### src/rtl/adder_arbiter_pkg.sv
// Shared types for the adder arbiter: FSM state encoding and default watchdog limit.
package adder_arb_pkg;

   typedef enum logic [1:0] {
      IDLE  = 2'd0,
      ISSUE = 2'd1,
      WAIT  = 2'd2,
      RESP  = 2'd3
   } arb_state_e;

   localparam int DEFAULT_TIMEOUT_CYC = 16;

endpackage

### src/rtl/adder_arbiter_if.sv
// Bundle of requester, response and adder-side signals around the adder arbiter.
interface adder_arbiter_if #(
   parameter int DATA_BIT = 64,
   parameter int NUM_REQ  = 4
);

   // Each channel transfers on a clock edge where its valid and ready are both high;
   // a requester keeps its operands stable while req_valid is high and not yet accepted.
   logic [NUM_REQ-1:0]          req_valid;
   logic [NUM_REQ-1:0]          req_ready;
   logic [NUM_REQ*DATA_BIT-1:0] req_summand;
   logic [NUM_REQ*DATA_BIT-1:0] req_addend;
   logic [NUM_REQ-1:0]          rsp_valid;
   logic [NUM_REQ-1:0]          rsp_ready;
   logic [DATA_BIT-1:0]         rsp_result;
   logic                        rsp_over_flow;
   logic                        rsp_error;
   logic                        add_enable;
   logic [DATA_BIT-1:0]         add_summand;
   logic [DATA_BIT-1:0]         add_addend;
   logic [DATA_BIT-1:0]         add_result;
   logic                        add_over_flow;
   logic                        add_valid;

   modport master (
      input  req_valid, req_summand, req_addend, rsp_ready,
      input  add_result, add_over_flow, add_valid,
      output req_ready, rsp_valid, rsp_result, rsp_over_flow, rsp_error,
      output add_enable, add_summand, add_addend
   );

   modport slave (
      output req_valid, req_summand, req_addend, rsp_ready,
      output add_result, add_over_flow, add_valid,
      input  req_ready, rsp_valid, rsp_result, rsp_over_flow, rsp_error,
      input  add_enable, add_summand, add_addend
   );

endinterface

### src/rtl/adder_arbiter_rr_picker.sv
// Combinational rotate-priority search: first asserted request after last_grant, with wrap.
module rr_picker #(
   parameter int NUM_REQ = 4,
   parameter int IDX_W   = $clog2(NUM_REQ)
) (
   input  logic [NUM_REQ-1:0] req_valid,
   input  logic [IDX_W-1:0]   last_grant,
   output logic               grant_valid,
   output logic [IDX_W-1:0]   grant_idx
);

   int cand;

   always_comb begin
      grant_valid = 1'b0;
      grant_idx   = '0;
      cand        = 0;
      // Distance 1 is checked first so the previous winner has lowest priority.
      for (int i = 1; i <= NUM_REQ; i++) begin
         cand = (int'(last_grant) + i) % NUM_REQ;
         if (!grant_valid && req_valid[IDX_W'(cand)]) begin
            grant_valid = 1'b1;
            grant_idx   = IDX_W'(cand);
         end
      end
   end

endmodule

### src/rtl/adder_arbiter.sv
// Round-robin arbiter sharing one adder among NUM_REQ requesters.
// Optional WAIT watchdog enabled by defining ADDER_ARB_TIMEOUT_EN.
module adder_arbiter
   import adder_arb_pkg::*;
#(
   parameter int DATA_BIT    = 64,
   parameter int NUM_REQ     = 4,
   parameter int TIMEOUT_CYC = DEFAULT_TIMEOUT_CYC
) (
   input  logic             clk,
   input  logic             reset_n,
   adder_arbiter_if.master  bus,
   output logic             busy,
   output logic [1:0]       dbg_state
);

   localparam int IDX_W = $clog2(NUM_REQ);

   localparam logic [1:0] S_IDLE  = 2'(IDLE);
   localparam logic [1:0] S_ISSUE = 2'(ISSUE);
   localparam logic [1:0] S_WAIT  = 2'(WAIT);
   localparam logic [1:0] S_RESP  = 2'(RESP);

   logic [1:0]          state;
   logic [IDX_W-1:0]    last_grant;
   logic [IDX_W-1:0]    win_idx;
   logic [DATA_BIT-1:0] op_summand;
   logic [DATA_BIT-1:0] op_addend;
   logic [DATA_BIT-1:0] res_q;
   logic                ovf_q;
   logic                grant_valid;
   logic [IDX_W-1:0]    grant_idx;

`ifdef ADDER_ARB_TIMEOUT_EN
   localparam int CNT_W = $clog2(TIMEOUT_CYC + 1);
   logic [CNT_W-1:0] wait_cnt;
   logic             err_q;
`else
   logic unused_timeout;
   assign unused_timeout = (TIMEOUT_CYC > 0);
`endif

   rr_picker #(
      .NUM_REQ (NUM_REQ),
      .IDX_W   (IDX_W)
   ) u_picker (
      .req_valid   (bus.req_valid),
      .last_grant  (last_grant),
      .grant_valid (grant_valid),
      .grant_idx   (grant_idx)
   );

   always_ff @(posedge clk) begin
      if (!reset_n) begin
         state      <= S_IDLE;
         last_grant <= IDX_W'(NUM_REQ - 1);
         win_idx    <= '0;
         op_summand <= '0;
         op_addend  <= '0;
         res_q      <= '0;
         ovf_q      <= 1'b0;
`ifdef ADDER_ARB_TIMEOUT_EN
         wait_cnt   <= '0;
         err_q      <= 1'b0;
`endif
      end else begin
         case (state)
            S_IDLE: begin
               if (grant_valid) begin
                  win_idx    <= grant_idx;
                  op_summand <= bus.req_summand[grant_idx*DATA_BIT +: DATA_BIT];
                  op_addend  <= bus.req_addend[grant_idx*DATA_BIT +: DATA_BIT];
                  state      <= S_ISSUE;
               end
            end
            S_ISSUE: begin
               // A zero-latency adder answers in the same cycle as the enable.
               if (bus.add_valid) begin
                  res_q <= bus.add_result;
                  ovf_q <= bus.add_over_flow;
`ifdef ADDER_ARB_TIMEOUT_EN
                  err_q <= 1'b0;
`endif
                  state <= S_RESP;
               end else begin
`ifdef ADDER_ARB_TIMEOUT_EN
                  wait_cnt <= '0;
`endif
                  state <= S_WAIT;
               end
            end
            S_WAIT: begin
               if (bus.add_valid) begin
                  res_q <= bus.add_result;
                  ovf_q <= bus.add_over_flow;
`ifdef ADDER_ARB_TIMEOUT_EN
                  err_q <= 1'b0;
`endif
                  state <= S_RESP;
               end
`ifdef ADDER_ARB_TIMEOUT_EN
               else if (wait_cnt == CNT_W'(TIMEOUT_CYC - 1)) begin
                  res_q <= '0;
                  ovf_q <= 1'b0;
                  err_q <= 1'b1;
                  state <= S_RESP;
               end else begin
                  wait_cnt <= wait_cnt + 1'b1;
               end
`endif
            end
            S_RESP: begin
               if (bus.rsp_ready[win_idx]) begin
                  last_grant <= win_idx;
                  state      <= S_IDLE;
               end
            end
            default: state <= S_IDLE;
         endcase
      end
   end

   always_comb begin
      bus.req_ready = '0;
      if (state == S_IDLE && grant_valid) begin
         bus.req_ready[grant_idx] = 1'b1;
      end
   end

   always_comb begin
      bus.rsp_valid = '0;
      if (state == S_RESP) begin
         bus.rsp_valid[win_idx] = 1'b1;
      end
   end

   assign bus.rsp_result    = res_q;
   assign bus.rsp_over_flow = ovf_q;
`ifdef ADDER_ARB_TIMEOUT_EN
   assign bus.rsp_error     = err_q;
`else
   assign bus.rsp_error     = 1'b0;
`endif
   assign bus.add_enable    = (state == S_ISSUE);
   assign bus.add_summand   = op_summand;
   assign bus.add_addend    = op_addend;
   assign busy              = (state != S_IDLE);
   assign dbg_state         = state;

endmodule
### src/flat_wrapper.sv
// flat-port wrapper written by rule: the top's interface ports become plain ports
module adder_arbiter_flat import adder_arb_pkg::*;
#(
   parameter int DATA_BIT    = 64,
   parameter int NUM_REQ     = 4,
   parameter int TIMEOUT_CYC = DEFAULT_TIMEOUT_CYC
)
  (clk, reset_n, busy, dbg_state, bus_req_valid, bus_req_summand, bus_req_addend, bus_rsp_ready, bus_add_result, bus_add_over_flow, bus_add_valid, bus_req_ready, bus_rsp_valid, bus_rsp_result, bus_rsp_over_flow, bus_rsp_error, bus_add_enable, bus_add_summand, bus_add_addend);
  adder_arbiter_if #(.DATA_BIT(DATA_BIT), .NUM_REQ(NUM_REQ)) bus_i ();
  input  logic clk;
  input  logic reset_n;
  output logic busy;
  output logic [1:0] dbg_state;
  input wire logic [$bits(bus_i.req_valid)-1:0] bus_req_valid;
  input wire logic [$bits(bus_i.req_summand)-1:0] bus_req_summand;
  input wire logic [$bits(bus_i.req_addend)-1:0] bus_req_addend;
  input wire logic [$bits(bus_i.rsp_ready)-1:0] bus_rsp_ready;
  input wire logic [$bits(bus_i.add_result)-1:0] bus_add_result;
  input wire logic [$bits(bus_i.add_over_flow)-1:0] bus_add_over_flow;
  input wire logic [$bits(bus_i.add_valid)-1:0] bus_add_valid;
  output wire logic [$bits(bus_i.req_ready)-1:0] bus_req_ready;
  output wire logic [$bits(bus_i.rsp_valid)-1:0] bus_rsp_valid;
  output wire logic [$bits(bus_i.rsp_result)-1:0] bus_rsp_result;
  output wire logic [$bits(bus_i.rsp_over_flow)-1:0] bus_rsp_over_flow;
  output wire logic [$bits(bus_i.rsp_error)-1:0] bus_rsp_error;
  output wire logic [$bits(bus_i.add_enable)-1:0] bus_add_enable;
  output wire logic [$bits(bus_i.add_summand)-1:0] bus_add_summand;
  output wire logic [$bits(bus_i.add_addend)-1:0] bus_add_addend;
  assign bus_i.req_valid = bus_req_valid;
  assign bus_i.req_summand = bus_req_summand;
  assign bus_i.req_addend = bus_req_addend;
  assign bus_i.rsp_ready = bus_rsp_ready;
  assign bus_i.add_result = bus_add_result;
  assign bus_i.add_over_flow = bus_add_over_flow;
  assign bus_i.add_valid = bus_add_valid;
  assign bus_req_ready = bus_i.req_ready;
  assign bus_rsp_valid = bus_i.rsp_valid;
  assign bus_rsp_result = bus_i.rsp_result;
  assign bus_rsp_over_flow = bus_i.rsp_over_flow;
  assign bus_rsp_error = bus_i.rsp_error;
  assign bus_add_enable = bus_i.add_enable;
  assign bus_add_summand = bus_i.add_summand;
  assign bus_add_addend = bus_i.add_addend;
  adder_arbiter #(.DATA_BIT(DATA_BIT), .NUM_REQ(NUM_REQ), .TIMEOUT_CYC(TIMEOUT_CYC)) u_core (.clk(clk), .reset_n(reset_n), .bus(bus_i), .busy(busy), .dbg_state(dbg_state));
endmodule
### config.mk
export PLATFORM = sky130hd
export DESIGN_NAME = adder_arbiter_flat
export DESIGN_NICKNAME = d
export VERILOG_FILES = /design/src/rtl/adder_arbiter_pkg.sv /design/src/rtl/adder_arbiter_if.sv /design/src/rtl/adder_arbiter_rr_picker.sv /design/src/rtl/adder_arbiter.sv /design/src/flat_wrapper.sv
export SDC_FILE = /design/constraint.sdc
export NUM_CORES = 1
export LEC_CHECK = 0
export BUFFER_PORTS_ARGS = -buffer_cell sky130_fd_sc_hd__buf_2
export CORE_AREA = 5 5 305 307
export DETAILED_ROUTE_END_ITERATION = 16
export DIE_AREA = 0 0 310 312
export PLACE_DENSITY_LB_ADDON = 0.15
export SLEW_MARGIN = 30
export SYNTH_ARGS = -nofsm -noshare
export SYNTH_HDL_FRONTEND = slang
export SYNTH_HIERARCHICAL = 1
export SYNTH_SLANG_ARGS = --single-unit
### constraint.sdc
create_clock -name clk -period 4.65 [get_ports clk]
set_clock_uncertainty 0.15 [all_clocks]
set_input_delay 0.93 -clock clk [delete_from_list [all_inputs] [get_ports clk]]
set_output_delay 0.93 -clock clk [all_outputs]
set_load 0.05 [all_outputs]
==> results_dict.tcl <==
set metrics [dict create \
    status "complete, no violations" \
    clkSinkCount 199 \
    postCtsResizedCells 0 \
    post_cts.repair.setup_buffers 0 \
    fin_setup_tns_ps 0 \
    fmax_ghz 0.2810 \
    synth_async_sr_flop_share_pct 0 \
    dr.first_iter.drc_count 367 \
    timing.critical_path.mode_cell "sky130_fd_sc_hd__buf_2" \
    synth.net_count 1659 \
    synth_enable_flop_cells 0 \
    io-pin-count 794 \
    final.period_utilization_pct 76.54 \
    global_route.usage.total_pct 12.25 \
    irDropWorstVdd_mv 0.2880 \
    synth-warning-count 6 \
    fin_crit_ps 3559 \
    dominantRegCellSynth "sky130_fd_sc_hd__dfxtp_1" \
    power_per_cell_area_nw_per_um2 548.6 \
    cts-root-to-sink-buffers 2 \
    synthDistinctLibCells 33 \
    worstPathRequired_ps 3570 \
    gr-total-overflow 0 \
    initial_antenna_violation_count 49 \
    detail_route.wl_per_cell_um 20.49 \
    cts_htree_levels 4 \
    drt-total-wl_mm 61.46 \
    drc_violation_count_after_routing 0 \
    grt_first_pass_wirelength_mm 85.67 \
    first_pass_iters 4 \
    dp_cells 2953 \
    max_stage_delay_ps 400 \
    critPathSlowestCell "sky130_fd_sc_hd__nor2_1" \
    clock_buffer_count_from_cts 17 \
    tightestPinTransition_ps 931.2 \
    tritoncts_clock_tree "built" \
    cts_root_buffer "sky130_fd_sc_hd__clkbuf_16" \
    placementRows 110 \
    grt_max_degree 143 \
    layout-drive-gt1-share_pct 53.82 \
    synthToLayoutAreaGrowth_pct 54.31 \
    critical_path_arrival_ps 2480 \
    synthesis.area_um2 10700 \
    fp.dieH_um 312 \
    post_cts_hold_buffer_count 0 \
    setup-violations-final 0 \
    finalNetCount 2389 \
    die_w_um 310 \
    type_of_the_tightest_min_delay_check "reg2reg" \
    place_hpwl_mm 49.47 \
    num_vias 11129 \
    leakage_nw 7.340 \
    average_cell_area_after_synthesis_um2 10.04 \
    buffer_ports.inserted 792 \
    slew-limit-headroom_pct 37.92 \
    coreArea_um2 89740 \
    design.die.area_um2 96720 \
    worst_skew_pair.late_latency_ps 500 \
    vias_per_cell 3.711 \
    postSynthRegisterBits 199 \
    cap_violations 0 \
    cp_cell_sequence "buf_2 -> and2b_1 -> a21oi_2 -> o221ai_4 -> nand2_1 -> nor2_1 -> buf_2" \
    route.antenna.remaining_nets 0 \
    layoutNonFillerInstCount 2999 \
    synthCells 1066 \
    criticalPathCategory "in2out" \
    synth_sequential_area_ratio_pct 37.23 \
    report.final.slew_viol_count 0 \
    floorplan.initialDensity_pct 11.93 \
    worstPathMaxFanout 3 \
    place.gp.congestion 0.8737 \
    setup.worst_path.start_class "primary input" \
    crit_path_end_kind "output port" \
    hold_viol_final 0 \
    worst_setup_hold_path_clk_slew_ps 70 \
    grt_pass1_vias 12158 \
    grt_setup_unrepaired "false" \
]
[worst paths after layout]
path                              startpoint                         end  slack (ps)  depth (start not counted)
setup / recovery            bus_req_valid[2]            bus_req_ready[1]        1090                          7
hold / removal    u_core/bus.add_summand[25]  u_core/bus.add_summand[25]         300                          2
setup reg to reg        u_core/last_grant[1]   u_core/bus.add_addend[49]        1840                          8
hold reg to reg   u_core/bus.add_summand[25]  u_core/bus.add_summand[25]         300                          2
[cell type report]
cell class / count / area [um2]
repair buffers: 808 / 4156
flip-flops and latches: 199 / 3984
fillers: 10189 / 73220
multi-input cells: 764 / 6206
clock buffers: 22 / 474.2
inverters: 6 / 22.52
diodes: 15 / 37.54
clock inverters: 9 / 161.4
well taps: 1176 / 1471
[sequential cells by signal (all words and copies together), names as in the netlist]
name	count
u_core/bus.add_addend	64
u_core/bus.add_summand	64
u_core/bus.rsp_over_flow	1
u_core/bus.rsp_result	64
u_core/dbg_state	2
u_core/last_grant	2
u_core/win_idx	2
[critical path: cells and delay by family]
family	cells	cell delay, ps
AO/OA/AOI/OAI	2	310
buffers and inverters	2	470
AND/OR/NAND/NOR	3	740
[cell families after synthesis]
family / after synthesis / synth area share, %
DFF: 199 / 37.23
AOI/OAI and AO/OA: 206 / 14.43
other: 1 / 0.03504
buffers and inverters: 103 / 5.121
muxes: 134 / 27.62
and+or+nand+nor: 418 / 14.99
adders and majority gates: 5 / 0.5846
[power by group]
group | leakage (nW) | internal [mW] | switching, mW | total [mW]
clock network | 0.304 | 0.947 | 0.788 | 1.73
registers | 1.64 | 2.21 | 0.275 | 2.48
logic | 5.40 | 1.29 | 3.55 | 4.84
[stage by stage]
step | utilization [%] | setup WS (ps) | cell area (um2) | hold slack [ps] | total power, mW
after floorplan | - | 674.8 | 10700 | 346.8 | 5.884
after global placement | 17.65 | 1049 | 15840 | 290.7 | 7.490
after detailed placement | 17.65 | 1079 | 15840 | 292.1 | 7.503
after CTS | 18.36 | 1010 | 16480 | 304.0 | 9.324
after global routing | 18.37 | 926.3 | 16490 | 318.2 | 9.661
final | 18.40 | 1091 | 16510 | 299.2 | 9.059
[routing by layer]
| layer | vias to the layer above | wire [um] | GRT usage, % | share of wire, % |
|---|---|---|---|---|
| met2 | 524 | 31440 | 22.31 | 51 |
| met1 | 5271 | 22040 | 12.55 | 36 |
| li1 | 5216 | - | - | - |
| met4 | 24 | 1629 | 4.072 | 2.7 |
| met5 | - | 178 | 0 | 0.29 |
| met3 | 94 | 6164 | 5.296 | 10 |
[cell usage after synthesis (6+ instances only)]
cell type,number,share of area (%)
sky130_fd_sc_hd__nand2_1,399,14
sky130_fd_sc_hd__dfxtp_1,199,37
sky130_fd_sc_hd__mux4_2,129,27
sky130_fd_sc_hd__a21boi_0,115,8.1
sky130_fd_sc_hd__a21boi_1,80,5.6
sky130_fd_sc_hd__clkbuf_1,49,1.7
sky130_fd_sc_hd__buf_2,21,0.98
sky130_fd_sc_hd__buf_1,10,0.35
sky130_fd_sc_hd__buf_8,9,1.3
sky130_fd_sc_hd__buf_4,7,0.49
sky130_fd_sc_hd__inv_1,6,0.21
[cell usage in the layout (no fill, tap or decap), types with 2 or more instances in the layout]
master and count:
sky130_fd_sc_hd__clkbuf_1 2, sky130_fd_sc_hd__buf_12 5, sky130_fd_sc_hd__and3_1 3, sky130_fd_sc_hd__mux2i_1 5, sky130_fd_sc_hd__buf_2 791, sky130_fd_sc_hd__bufinv_16 4
sky130_fd_sc_hd__nor2_1 5, sky130_fd_sc_hd__clkbuf_16 17, sky130_fd_sc_hd__dfxtp_1 199, sky130_fd_sc_hd__mux4_2 129, sky130_fd_sc_hd__a21boi_0 115, sky130_fd_sc_hd__clkbuf_8 3
sky130_fd_sc_hd__a21boi_1 80, sky130_fd_sc_hd__o21ai_0 2, sky130_fd_sc_hd__diode_2 15, sky130_fd_sc_hd__clkinvlp_4 2, sky130_fd_sc_hd__inv_1 6, sky130_fd_sc_hd__inv_6 3
sky130_fd_sc_hd__buf_4 11, sky130_fd_sc_hd__nand2b_1 4, sky130_fd_sc_hd__nand2_1 397, sky130_fd_sc_hd__ha_1 5
Power figures use the tool's default switching activity.
